--- config.mk ---
export PLATFORM = sky130hd
export DESIGN_NAME = crossbar_column
export DESIGN_NICKNAME = d
export VERILOG_FILES = /design/src/rtl/crossbar_column.sv
export SDC_FILE = /design/constraint.sdc
export NUM_CORES = 1
export LEC_CHECK = 0
export ABC_CLOCK_PERIOD_IN_PS = 2500
export CORE_AREA = 2 2 150 152
export DETAILED_ROUTE_END_ITERATION = 6
export DIE_AREA = 0 0 152 154
export GPL_TIMING_DRIVEN = 0
export HOLD_SLACK_MARGIN = 0.15
export PLACE_DENSITY = 0.67
export SLEW_MARGIN = 40
export SYNTH_ARGS = -nofsm -noshare
export SYNTH_HDL_FRONTEND = slang
export SYNTH_SLANG_ARGS = --single-unit
--- constraint.sdc ---
create_clock -name i_clk -period 2.5 [get_ports i_clk]
set_input_delay 0.25 -clock i_clk [delete_from_list [all_inputs] [get_ports i_clk]]
set_output_delay 0.25 -clock i_clk [all_outputs]
set_load 0.01 [all_outputs]
--- src/rtl/crossbar_column.sv ---
// Egress-side column of the crossbar: round-robin packet arbitration among N requesters,
// one-hot grant held for the packet, and a single registered AXI-Stream output stage.
module crossbar_column #(
    parameter int P_CROSSBAR_N = 4
) (
    input  logic                       i_clk,
    input  logic                       i_rst,
    input  logic [P_CROSSBAR_N-1:0]    i_trans_req,
    output logic [P_CROSSBAR_N-1:0]    o_trans_grant,
    input  logic [P_CROSSBAR_N-1:0]    s_axis_rx_tvalid,
    input  logic [P_CROSSBAR_N*64-1:0] s_axis_rx_tdata,
    input  logic [P_CROSSBAR_N-1:0]    s_axis_rx_tlast,
    input  logic [P_CROSSBAR_N*8-1:0]  s_axis_rx_tkeep,
    input  logic [P_CROSSBAR_N-1:0]    s_axis_rx_tuser,
    output logic [P_CROSSBAR_N-1:0]    s_axis_rx_tready,
    output logic                       m_axis_tx_tvalid,
    output logic [63:0]                m_axis_tx_tdata,
    output logic                       m_axis_tx_tlast,
    output logic [7:0]                 m_axis_tx_tkeep,
    output logic                       m_axis_tx_tuser,
    input  logic                       m_axis_tx_tready
);

    localparam int N = P_CROSSBAR_N;
    localparam int W = $clog2(N);

    typedef enum logic {IDLE, BUSY} state_t;

    state_t         state_q;
    logic [N-1:0]   grant_q;
    logic [W-1:0]   sel_idx_q;
    logic [W-1:0]   rr_ptr_q;
    logic           tvalid_q;
    logic [63:0]    tdata_q;
    logic           tlast_q;
    logic [7:0]     tkeep_q;
    logic           tuser_q;

    logic [W-1:0]   sel_d;
    logic [W-1:0]   cand;
    logic           found;
    logic           ready_int;
    logic           in_hs;
    logic           out_hs;

    logic [63:0]    rx_tdata_arr [N];
    logic [7:0]     rx_tkeep_arr [N];

    generate
        for (genvar gi = 0; gi < N; gi++) begin : g_lane
            assign rx_tdata_arr[gi]     = s_axis_rx_tdata[gi*64 +: 64];
            assign rx_tkeep_arr[gi]     = s_axis_rx_tkeep[gi*8 +: 8];
            assign s_axis_rx_tready[gi] = ready_int & grant_q[gi];
        end
    endgenerate

    // Search upward from the input after the last one served, so it gets lowest priority.
    always_comb begin
        sel_d = rr_ptr_q;
        found = 1'b0;
        cand  = '0;
        for (int k = 1; k <= N; k++) begin
            cand = W'((int'(rr_ptr_q) + k) % N);
            if (!found && i_trans_req[cand]) begin
                found = 1'b1;
                sel_d = cand;
            end
        end
    end

    assign ready_int = (state_q == BUSY) && (!tvalid_q || m_axis_tx_tready);
    assign in_hs     = ready_int && s_axis_rx_tvalid[sel_idx_q];
    assign out_hs    = tvalid_q && m_axis_tx_tready;

    always_ff @(posedge i_clk or negedge i_rst) begin
        if (!i_rst) begin
            state_q   <= IDLE;
            grant_q   <= '0;
            sel_idx_q <= '0;
            rr_ptr_q  <= W'(N - 1);
            tvalid_q  <= 1'b0;
            tdata_q   <= '0;
            tlast_q   <= 1'b0;
            tkeep_q   <= '0;
            tuser_q   <= 1'b0;
        end else begin
            case (state_q)
                IDLE: begin
                    if (found) begin
                        grant_q   <= {{(N-1){1'b0}}, 1'b1} << sel_d;
                        sel_idx_q <= sel_d;
                        state_q   <= BUSY;
                    end
                end
                BUSY: begin
                    if (in_hs && s_axis_rx_tlast[sel_idx_q]) begin
                        rr_ptr_q <= sel_idx_q;
                        grant_q  <= '0;
                        state_q  <= IDLE;
                    end
                end
                default: state_q <= IDLE;
            endcase

            // A simultaneous in/out handshake keeps tvalid high and loads the new beat.
            if (in_hs) begin
                tvalid_q <= 1'b1;
                tdata_q  <= rx_tdata_arr[sel_idx_q];
                tkeep_q  <= rx_tkeep_arr[sel_idx_q];
                tlast_q  <= s_axis_rx_tlast[sel_idx_q];
                tuser_q  <= s_axis_rx_tuser[sel_idx_q];
            end else if (out_hs) begin
                tvalid_q <= 1'b0;
            end
        end
    end

    assign o_trans_grant    = grant_q;
    assign m_axis_tx_tvalid = tvalid_q;
    assign m_axis_tx_tdata  = tdata_q;
    assign m_axis_tx_tlast  = tlast_q;
    assign m_axis_tx_tkeep  = tkeep_q;
    assign m_axis_tx_tuser  = tuser_q;

endmodule

==> results list <==
- The run finished with clean final reports.
- Post-CTS timing repair inserted 0 buffers for setup.
- Synth top area share: 0.4043
- The initial utilization of the core area, before any placement, comes to 0.2340.
* Count of pins over their slew limit: 0
- For this run, the register share of the synthesized area comes to 0.4147.
- Data required, critical path: 2.72 ns
- Clock root buffer master: clkbuf_16
* Filler Cells Inserted: 2008
* Bufs on Longest Clock Path: 2
- The tightest min-delay check is of the input pin to async pin type.
- Overall power consumption: 9.703 mW
* PD cells: 1007 nW/um2
- In the final layout, the share of cells above drive strength 1 is 0.2138.
- Vias: 4592
- Largest net degree at the start of global routing: 44
- Highest clock rate: 0.4400 GHz
- The count of cells in the finished layout, fillers not included, comes to 991.
* Clock-pin slew of the registers on the worst-case setup and hold paths: 0.06 ns
* Startpoint type of the worst setup path: flop
- Worst VDD drop: 0.0003784 V
- In this run, distinct cell masters in the synthesized netlist total 31.
- Arrival time of data at the critical path endpoint: 2.49 ns
* Routed length per placed instance: 19.76 um
* Synthesis-to-finish area growth: 89.94%
- The total overflow left after global routing is 0.
- Core area: 21690 um2
* Kind of capture point of the worst setup path: flop
- Clock skew on the completed layout was measured at 0.009732 ns.
* Final HPWL DP: 16200 um
* Final number of hold-violating endpoints: 0
- The biggest area contributor in the post-synthesis netlist is dfrtp_1.
- Synthesis produced a netlist whose cell count is 304.
- Most common cell after layout, fill and taps aside: clkdlybuf4s50_1
* Die area: 23410 um2
* Sinks on Clock Net: 84
* Crit Path Class: flop to flop
- Total instance count after detailed placement: 974
* Global-route wire length before repair: 30210 um
- Antenna violations before repair: 0
- The first detailed-routing pass took 4 iterations.
- After synthesis the netlist holds a flip-flop and latch count of 84.
- Share of the cycle needed by the critical path after routing: 0.9092
- Logic depth of the worst register-to-register path: 5
- For this run, the post-layout net count is 1013.
* Clock latency on the worst-skew pair: 0.34 ns
- Combined area of all synthesized cells: 5075 um2
* Number of buffers added by the clock tree synthesis step: 9
- Max-slew headroom: 0.5482
- Final total negative setup slack: 0 ns
* Pleak: 3.638 nW
- Total setup violations reported at the end of the flow: 0
- In the layout the commonest cells are clkdlybuf4s50_1, dfrtp_1, mux4_2.
- Reg-to-Reg End: m_axis_tx_tkeep[1]
* DRC violation count after routing: 0
- I/O pin count: 390
- Via count of the first global-routing pass: 5074
- Clock tree from TritonCTS: yes
- Flop-to-flop setup slack: 0.23 ns
- The die is 152 um wide.
- In this run the worst path has a maximum fanout of 10.
- The clock period could shrink to 2.273 ns.
* Net count after synthesis: 611
- Input and output buffers added on the ports amount to 389.
- Most area-consuming cells after synthesis: dfrtp_1, mux4_2, mux2_1, mux2_2, dfstp_2
- At the pin with the least slew margin, the transition time is 0.6777 ns.
- Total routing resource utilization after global routing: 0.1689
- Number of max-cap violations: 0
- H-tree depth: 3
- The first routing iteration left 153 violations.
- The final layout contains routed wiring with a total length of 19580 um.
- The repair_antennas step left the layout with diodes totalling 0.
- RSZ-0062 raised after global routing: no
- Standard-cell rows: 54
- Die Height: 154 um
* Post-synthesis area per instance: 16.69 um2
- At the end of routability-driven placement, the weighted congestion stood at 0.8100.
- In this run the worst setup path begins at sel_idx_q[1].
- In this run the critical register-to-register path is launched from sel_idx_q[1].
- The detail route stage leaves a number of antenna-violating nets equal to 0.
- Yosys printed 0 warnings.
- Using the TritonRoute via totals, the vias-per-cell ratio works out to 4.634.
## through the flow
step | worst slack [ns] | utilization | instance area, um2 | hold WS (ns)
floorplan | 0.6711 | - | 5075 | -0.04559
global placement | -2.146 | 0.4297 | 9319 | 0.4637
detailed placement | 0.1569 | 0.4310 | 9348 | 0.1970
CTS | 0.1258 | 0.4444 | 9638 | 0.3924
global route | 0.05851 | 0.4444 | 9639 | 0.4018
finish | 0.2271 | 0.4444 | 9639 | 0.3859
## flip-flops by register name (all words and copies together) (netlist names)
register	count
m_axis_tx_tdata	64
m_axis_tx_tkeep	8
o_trans_grant	4
rr_ptr_q	2
sel_idx_q	2
m_axis_tx_tlast	1
m_axis_tx_tuser	1
m_axis_tx_tvalid	1
state_q	1
## worst max-delay path by stage
stage	end
after global routing	m_axis_tx_tdata[53]
after floorplan	m_axis_tx_tdata[0]
after CTS	m_axis_tx_tdata[53]
after global placement	m_axis_tx_tdata[11]
final	m_axis_tx_tkeep[1]
after detailed placement	m_axis_tx_tkeep[1]
## cells by family after synthesis
kind of cell,Yosys count,synth area share
AND/OR/NAND/NOR,23,0.02367
AO/OA/AOI/OAI,18,0.02613
multiplexers,150,0.4968
flip-flops,84,0.4147
buffers and inverters,29,0.03871
## where the power goes
part           switching (mW)  leakage [nW]  internal [mW]  total, mW
Combinational            2.37          2.52           3.61       5.98
Clock                   0.563         0.132          0.703       1.27
Sequential              0.364         0.989           2.09       2.46
Total                    3.30          3.64           6.41       9.70
## final cells by class
cell class	instances	area, um2	area share
well taps	280	350.3	0.03634
flip-flops and latches	84	2105	0.2183
clock buffers	11	242.7	0.02518
multi-input cells	191	2774	0.2878
clock inverters	5	37.54	0.003894
repair buffers	391	3933	0.4080
inverters	2	7.507	0.0007788
plain buffers	27	190.2	0.01973
## synthesized netlist by cell type
| cell | n |
|---|---|
| and3_1 | 4 |
| nand3_2 | 1 |
| buf_1 | 2 |
| buf_6 | 4 |
| nor2b_1 | 2 |
| a221oi_1 | 1 |
| nor4_1 | 1 |
| inv_1 | 2 |
| a211oi_2 | 1 |
| buf_8 | 3 |
| clkbuf_1 | 7 |
| or2_2 | 1 |
| mux2i_1 | 1 |
| o21a_1 | 1 |
| dfrtp_1 | 82 |
| nand2b_1 | 3 |
| buf_4 | 4 |
| o21ai_0 | 5 |
| a211oi_1 | 1 |
| nand2_1 | 9 |
| a211o_1 | 1 |
| a221o_1 | 1 |
| nor2_1 | 2 |
| mux2_1 | 38 |
| buf_2 | 7 |
| mux2_2 | 37 |
| a21oi_1 | 2 |
| mux4_2 | 74 |
| dfstp_2 | 2 |
| o32ai_1 | 4 |
| a21o_1 | 1 |
## critical path, cell delays in order, from the launching register on
cell,delay (ns)
dfrtp_1,0.31
buf_2,0.19
buf_2,0.38
buf_1,0.54
mux4_2,0.42
mux2_1,0.31
## metal layers
metal	share of wire	track usage
met1	0.40	0.2037
met2	0.52	0.2994
met3	0.061	0.04002
met4	0.017	0.05162
met5	0	0
## repair_timing
action	in CTS	in global routing
hold buffers	1	0
hold endpoints to repair	39	0
gates resized for setup	0	0
No activity file was read; power rests on OpenSTA's default activity.
